File: config.mk
export PLATFORM = sky130hd
export DESIGN_NAME = pwm_capture
export DESIGN_NICKNAME = d
export VERILOG_FILES = /design/src/rtl/pwm_capture.sv
export SDC_FILE = /design/constraint.sdc
export NUM_CORES = 1
export LEC_CHECK = 0
export BUFFER_PORTS_ARGS = -buffer_cell sky130_fd_sc_hd__buf_2
export CAP_MARGIN = 20
export CORE_MARGIN = 2
export CORE_UTILIZATION = 41
export CTS_BUF_LIST = sky130_fd_sc_hd__clkbuf_8
export CTS_CLUSTER_SIZE = 14
export DETAILED_ROUTE_END_ITERATION = 8
export GPL_TIMING_DRIVEN = 0
export PLACE_DENSITY = 0.65
export SETUP_SLACK_MARGIN = 0.3
export SLEW_MARGIN = 20
export SYNTH_ARGS = -nofsm -noshare
export SYNTH_HDL_FRONTEND = slang
export SYNTH_SLANG_ARGS = --single-unit
File: constraint.sdc
create_clock -name clk_i -period 4.35 [get_ports clk_i]
set_clock_uncertainty 0.05 [all_clocks]
set_input_delay 0.6525 -clock clk_i [delete_from_list [all_inputs] [get_ports clk_i]]
set_output_delay 0.6525 -clock clk_i [all_outputs]
set_load 0.01 [all_outputs]
File: src/rtl/pwm_capture.sv
// PWM capture: measures high time and period of a synchronized PWM input between
// consecutive rising edges, with stuck-line timeout and a valid/ready result port.
module pwm_capture #(
    parameter int CntDw = 16
) (
    input  logic             clk_i,
    input  logic             rst_ni,
    input  logic             en_i,
    input  logic             pwm_i,
    input  logic [CntDw-1:0] timeout_i,
    output logic             meas_valid_o,
    input  logic             meas_ready_i,
    output logic [CntDw-1:0] high_o,
    output logic [CntDw-1:0] period_o,
    output logic             sat_o,
    output logic             overrun_o,
    output logic             stuck_o,
    output logic             stuck_level_o,
    output logic [1:0]       state_o
);
    // Handshake: a result transfers in any cycle where meas_valid_o and meas_ready_i
    // are both 1; while meas_valid_o=1 and meas_ready_i=0 the result is held stable.

    typedef enum logic [1:0] {
        DISABLED  = 2'd0,
        ARM       = 2'd1,
        MEAS_HIGH = 2'd2,
        MEAS_LOW  = 2'd3
    } state_e;

    localparam logic [CntDw-1:0] CntMax = '1;
    localparam logic [CntDw-1:0] CntOne = CntDw'(1);

    state_e           state_q, state_d;
    logic             sync1_q, sync2_q, dly_q;
    logic             rise, fall;
    logic [CntDw-1:0] period_cnt, high_cnt, idle_cnt;
    logic             sat_acc;
    logic             start, fall_hit, complete, tmo, cnt_clr, idle_hit;

    function automatic logic [CntDw-1:0] sat_inc(input logic [CntDw-1:0] v);
        return (v == CntMax) ? v : v + CntOne;
    endfunction

    always_ff @(posedge clk_i or negedge rst_ni) begin
        if (!rst_ni) begin
            sync1_q <= 1'b0;
            sync2_q <= 1'b0;
            dly_q   <= 1'b0;
        end else begin
            sync1_q <= pwm_i;
            sync2_q <= sync1_q;
            dly_q   <= sync2_q;
        end
    end

    assign rise     = sync2_q & ~dly_q;
    assign fall     = ~sync2_q & dly_q;
    assign idle_hit = (timeout_i != '0) && (idle_cnt >= timeout_i);
    assign state_o  = state_q;

    always_ff @(posedge clk_i or negedge rst_ni) begin
        if (!rst_ni) state_q <= DISABLED;
        else         state_q <= state_d;
    end

    always_comb begin
        state_d  = state_q;
        start    = 1'b0;
        fall_hit = 1'b0;
        complete = 1'b0;
        tmo      = 1'b0;
        cnt_clr  = 1'b0;
        if (!en_i) begin
            state_d = DISABLED;
            cnt_clr = 1'b1;
        end else begin
            case (state_q)
                DISABLED: state_d = ARM;
                ARM: begin
                    if (rise) begin
                        state_d = MEAS_HIGH;
                        start   = 1'b1;
                    end
                end
                MEAS_HIGH: begin
                    if (fall) begin
                        state_d  = MEAS_LOW;
                        fall_hit = 1'b1;
                    end else if (idle_hit) begin
                        state_d = ARM;
                        tmo     = 1'b1;
                        cnt_clr = 1'b1;
                    end
                end
                MEAS_LOW: begin
                    if (rise) begin
                        state_d  = MEAS_HIGH;
                        complete = 1'b1;
                        start    = 1'b1;
                    end else if (idle_hit) begin
                        state_d = ARM;
                        tmo     = 1'b1;
                        cnt_clr = 1'b1;
                    end
                end
                default: state_d = DISABLED;
            endcase
        end
    end

    // idle_cnt counts cycles since the last edge; sat_acc records any blocked increment.
    always_ff @(posedge clk_i or negedge rst_ni) begin
        if (!rst_ni) begin
            period_cnt <= '0;
            high_cnt   <= '0;
            idle_cnt   <= '0;
            sat_acc    <= 1'b0;
        end else if (cnt_clr) begin
            period_cnt <= '0;
            high_cnt   <= '0;
            idle_cnt   <= '0;
            sat_acc    <= 1'b0;
        end else if (start) begin
            period_cnt <= CntOne;
            high_cnt   <= CntOne;
            idle_cnt   <= CntOne;
            sat_acc    <= 1'b0;
        end else if (state_q == MEAS_HIGH) begin
            period_cnt <= sat_inc(period_cnt);
            idle_cnt   <= fall_hit ? CntOne : sat_inc(idle_cnt);
            if (!fall_hit) high_cnt <= sat_inc(high_cnt);
            sat_acc <= sat_acc | (period_cnt == CntMax) | (!fall_hit && (high_cnt == CntMax));
        end else if (state_q == MEAS_LOW) begin
            period_cnt <= sat_inc(period_cnt);
            idle_cnt   <= sat_inc(idle_cnt);
            sat_acc    <= sat_acc | (period_cnt == CntMax);
        end
    end

    always_ff @(posedge clk_i or negedge rst_ni) begin
        if (!rst_ni) begin
            meas_valid_o  <= 1'b0;
            high_o        <= '0;
            period_o      <= '0;
            sat_o         <= 1'b0;
            overrun_o     <= 1'b0;
            stuck_o       <= 1'b0;
            stuck_level_o <= 1'b0;
        end else begin
            if (complete) begin
                if (!meas_valid_o || meas_ready_i) begin
                    meas_valid_o <= 1'b1;
                    high_o       <= high_cnt;
                    period_o     <= period_cnt;
                    sat_o        <= sat_acc;
                end else begin
                    overrun_o <= 1'b1;
                end
            end else if (meas_valid_o && meas_ready_i) begin
                meas_valid_o <= 1'b0;
            end
            if (tmo) begin
                stuck_o       <= 1'b1;
                stuck_level_o <= sync2_q;
            end
        end
    end

endmodule

Word-level counts from Yosys, hierarchy flattened
Cells that the tools add are included.
W data, S select, Z words.
{ "op_classes": {"add_sub_neg": 3, "magnitude_cmp": 1, "n_eq_ne": 10, "muxes": 43, "bitwise_logic": 7, "reduce_logical": 16} }
{ "ops": {"columns": ["cell", "n"], "rows": [
  ["$mux W16", 16],
  ["$add A16 B1 Y16 const B", 3],
  ["$eq A16 B16 Y1 const B", 3],
  ["$mux W1", 20],
  ["$ge A16 B16 Y1", 1],
  ["$reduce_bool A16 Y1", 1],
  ["$mux W2", 5],
  ["$pmux W2 S4", 1],
  ["$ne A3 B3 Y1 const B", 2],
  ["$reduce_and A2 Y1", 3],
  ["$eq A2 B2 Y1 const B", 2],
  ["$reduce_bool A4 Y1", 1],
  ["$logic_and A1 B1 Y1", 3],
  ["$ne A3 B2 Y1 const B", 1],
  ["$not A1 Y1", 3],
  ["$reduce_and A3 Y1", 1],
  ["$reduce_bool A3 Y1", 1],
  ["$and A1 B1 Y1", 2],
  ["$eq A2 B1 Y1 const B", 1],
  ["$logic_not A1 Y1", 2],
  ["$logic_not A2 Y1", 1],
  ["$ne A2 B1 Y1 const B", 1],
  ["$or A1 B1 Y1", 2],
  ["$pmux W1 S2", 1],
  ["3 further kinds", 3]
]} }
{ "totals": {"regBits": 91, "in_bits": 21, "word_cells": 95} }

Depth between registers and ports, before layout
{ "depth": {"word_depth": 11, "mapped_depth": 10} }

Worst setup path after synthesis
No wires, ideal clock.
{ "synth_timing": {"kind": "input -> register", "startpoint": "input timeout_i[0]", "endpoint": "register idle_cnt[12]", "t_arrival_ps": 2178, "required_ps": 4214, "path_slack_ps": 2036, "path_stages": 8, "n_path_buf": 1, "path_cell_list": "ha_1 -> nand2b_1 -> a2111o_1 -> a31oi_1 -> a21o_1 -> buf_4 -> a31oi_4 -> nor3_1"} }
{ "synth_between": {"elab_chain_len": 7} }
{ "synth_rtl": {"columns": ["element", "line_no", "text"], "rows": [
  ["start: declaration", "10", "input logic [CntDw-1:0] timeout_i,"],
  ["$ge A16 B16 Y1 or $reduce_bool A16 Y1 (tied branches)", "59", "assign idle_hit = (timeout_i != '0) && (idle_cnt >= timeout_i);"],
  ["$logic_and A1 B1 Y1 *", "59", null],
  ["$mux W1 *", "90, 101", null],
  ["$mux W1 (on tied branches)", "97, 87", null],
  ["$pmux W1 S2 *", "78", "case (state_q)"],
  ["$mux W1 *", "74", "if (!en_i) begin"],
  ["$reduce_bool A4 Y1 (no source line) or $mux W16 (tied branches)", null, null],
  ["end signal: assignment", "127", "idle_cnt <= CntOne;"],
  ["end signal: assignment", "131", "idle_cnt <= fall_hit ? CntOne : sat_inc(idle_cnt);"],
  ["end signal: assignment", "136", "idle_cnt <= sat_inc(idle_cnt);"],
  ["end: declaration", "37", "logic [CntDw-1:0] period_cnt, high_cnt, idle_cnt;"]
]} }
Every way passes the cells marked *; elsewhere a longest branch is shown, timed or not.
A chain may end at the register's enable or synchronous reset.

Worst setup path after layout
{ "layout_timing": {"startpoint": "register idle_cnt[0]", "endpoint": "register idle_cnt[15]"} }
{ "layout_between": {"elab_chain_len": 7} }
{ "layout_rtl": {"columns": ["element", "line_no"], "rows": [
  ["$ge A16 B16 Y1", "59"],
  ["$logic_and A1 B1 Y1", "59"],
  ["$mux W1", "90, 101"],
  ["$mux W1 (on tied branches)", "97, 87"],
  ["$pmux W1 S2", "78"],
  ["$mux W1", "74"],
  ["$reduce_bool A4 Y1 (no source line) or $mux W16 (tied branches)", null]
]} }
Parallel ways exist; a longest one is shown, timed or not. The select of a mux whose other input is x is not followed.

==> flow_metrics.py <==
metrics = {
    "die": {
        "coreArea_um2": 11300,
        "start_util_pct": 41.5,
        "io_pins": 60,
        "num_rows": 39,
        "floorplan.die_area_um2": 12300,
        "die_h_um": 111,
        "die_w_um": 111,
    },
    "cts": {
        "htree_levels": 3,
        "cts.reportedPaths.clkPinSlew_ns": 0.10,
        "cts_root_buffer": "clkbuf_8",
        "cts-buffers-inserted": 9,
        "cts_hold_buf": 0,
        "post_cts_buffers": 0,
        "cts_tree": "yes",
        "cts_sinks": 91,
        "cts_resized": 0,
        "cts_max_path_buffers": 2,
        "clock_latency_ns": 0.37,
    },
    "timing": {
        "fin_setup_tns_ns": 0,
        "setup_violations": 0,
        "slew_headroom_pct": 51.8,
        "finalCritPeriodShare_pct": 55.8,
        "rsz0062_at_grt": "no",
        "tightestPinTransition_ns": 0.721,
        "finalCriticalPeriod_ns": 2.43,
        "fmax_ghz": 0.412,
        "slew_violations": 0,
        "fin_ws_ns": 1.92,
        "finalHoldViolCount": 0,
    },
    "setup_path": {
        "path_cells": "inv_1, ha_1, nand2b_1, a2111o_1, a31oi_1, a21o_1, buf_4, buf_4, a31oi_1, nor2_1",
        "timing.critical_path.buf_inv": 3,
        "cp.depth": 10,
        "worstPathArrival_ns": 2.67,
        "cpPeakStageDelay_ns": 0.47,
        "critPathSlowestCell": "dfrtp_1",
        "rr_worst_depth": 10,
        "end_kind": "flop",
        "critPathKind": "flop to flop",
        "worst-path-max-fanout": 10,
        "start_kind": "flop",
        "worstPathRequired_ns": 4.60,
        "critPathTopFamily": "compound AO/OA/AOI/OAI gates",
    },
    "synthesis": {
        "synth_cells": 455,
        "syn_nets": 495,
        "yosysMostFrequentCell": "dfrtp_1",
        "netlist_area_um2": 4680,
        "postSynthAreaPerCell_um2": 10.3,
        "yosys-top-cells-count": "91 x dfrtp_1, 68 x nor2_1, 33 x mux2_2, 33 x nand2_1, 25 x inv_1",
        "synth-edff-count": 0,
        "ys_types": 48,
        "ys_ff_latch": 91,
        "synth_ff_type": "dfrtp_1",
        "synth_top_area_share_pct": 48.7,
        "ys_async_sr_fraction_pct": 100,
        "ys_warn_count": 0,
        "yosysTopAreaCell": "dfrtp_1",
        "synth_area_leaders": "dfrtp_1 49%, mux2_2 7.9%, nor2_1 5.5%, ha_1 5.1%, xnor2_1 3.7%",
        "ys_seq_area_share_pct": 48.7,
    },
    "layout": {
        "seqCellArea_um2": 2280,
        "fillers": 1032,
        "multi_input_area_um2": 2230,
        "syn_to_final_growth_pct": 16.2,
        "design_area_um2": 5440,
        "diodes": 0,
        "fin_nets": 566,
        "drive_above_1_share_pct": 25.0,
    },
    "power_and_ir_drop": {
        "p_comb_share_pct": 6.1,
        "p_sw_share_pct": 22.7,
        "seqPwrFrac_pct": 51.8,
        "p_leak_nw": 2.61,
        "clockPowerShare_pct": 42.1,
        "ir_drop_mv": 0.313,
        "p_int_mw": 1.29,
        "p_sw_uw": 379,
        "p_per_area_nw_per_um2": 307,
    },
    "place": {
        "place_area_um2": 5190,
        "dp_hpwl_mm": 7.18,
        "place_ws_ns": 1.63,
        "gp_congestion": 0.841,
        "io_buffer_count": 59,
    },
    "route": {
        "wire_per_inst_um": 14.6,
        "via_per_inst": 5.23,
        "drcViolationCount": 0,
        "drt-initial-drc-count": 178,
        "dr_total_vias": 3524,
        "first_pass_iters": 4,
        "postRouteAntennaNets": 0,
        "routed_wl_mm": 9.81,
    },
    "global_route": {
        "grt_pass1_vias": 3299,
        "grt_overflow_total": 0,
        "grt_pass1_wl_mm": 16.3,
        "grt_start_max_net_pins": 68,
        "grtUsageTotal_pct": 16.3,
        "antenna_found_initial": 0,
    },
    "hold_path": {
        "hp-class": "primary input to async pin",
    },
    "run_status": {
        "status": "finished clean",
    },
    "flow_run": {
        "drv_cap": 0,
    },
}
-- power groups by stage --
| stage | sequential [mW] | combinational (mW) | clock, mW |
|---|---|---|---|
| global route | 0.866 | 0.116 | 0.756 |
| detailed placement | 0.881 | 0.102 | 0 |
| CTS | 0.864 | 0.103 | 0.720 |
| floorplan | 0.879 | 0.0527 | 0 |
| finish | 0.864 | 0.101 | 0.702 |
| global placement | 0.881 | 0.0966 | 0 |
-- layout by cell type (no fill, tap or decap), types with 13 or more instances in the layout --
master,count
buf_2,63
xnor2_1,20
mux2_2,33
ha_1,19
a31oi_1,13
nor2_1,68
xor2_1,18
nand4_1,15
o21ai_0,14
nand3_1,16
nand2_1,33
inv_1,25
dfrtp_1,91
-- per-layer routing --
metal,routed length (µm),part of all wire (%),GRT usage [%]
met5,0,0,0
met1,4760,49,22.1
met4,184,1.9,5.83
met3,411,4.2,3.99
met2,4450,45,25.4
-- final timing paths --
| path | start | end | slack (ns) |
|---|---|---|---|
| min in group clk_i | sync1_q$_DFF_PN0_ | sync2_q$_DFF_PN0_ | 0.31 |
| min | rst_ni | idle_cnt[4]$_DFFE_PN0P_ | 0.07 |
| min reg2reg | sync1_q$_DFF_PN0_ | sync2_q$_DFF_PN0_ | 0.31 |
| max reg2reg | idle_cnt[0]$_DFFE_PN0P_ | idle_cnt[15]$_DFFE_PN0P_ | 1.92 |
| max in group asynchronous | rst_ni | period_cnt[4]$_DFFE_PN0P_ | 3.57 |
| max | idle_cnt[0]$_DFFE_PN0P_ | idle_cnt[15]$_DFFE_PN0P_ | 1.92 |
-- area by class of cell --
type,instances,area share [%]
sequential,91,41.9
multi-input combinational,326,41.0
timing repair buffer,60,6.05
tap,143,3.29
clock buffer,10,2.53
clock inverter,6,2.05
inverter,25,1.73
buffer,13,1.50
-- worst reg2reg max path: stages (launching register included) --
cell	delay, ns
dfrtp_1	0.47
inv_1	0.07
ha_1	0.26
nand2b_1	0.14
a2111o_1	0.41
a31oi_1	0.17
a21o_1	0.19
buf_4	0.20
buf_4	0.20
a31oi_1	0.10
nor2_1	0.12
-- per-stage QoR --
stage          hold WS [ns]  utilization, %  instances  total power [mW]
2_1_floorplan         0.281               -        455             0.931
4_1_cts              0.0689            48.2        674              1.69
6_report             0.0743            48.2        674              1.67
5_1_grt              0.0711            48.2        674              1.74
3_3_place_gp          0.291            45.7        657             0.977
3_5_place_dp          0.293            46.0        658             0.983
-- kinds of logic after synthesis --
kind of cell | synth area share (%)
fa+ha+maj | 5.08
compound gates | 8.58
xor+xnor | 7.11
mux | 8.16
flops | 48.7
simple gates | 18.7
buf+inv | 3.74
-- registers in the layout, summed over array words and instances (netlist names) --
signal and cells:
high_o 16, overrun_o 1, sat_o 1, high_cnt 16
state_o 2, stuck_level_o 1, meas_valid_o 1, sync1_q 1
dly_q 1, sat_acc 1, period_o 16, period_cnt 16
stuck_o 1, idle_cnt 16, sync2_q 1
(Power assumes the default switching activity.)
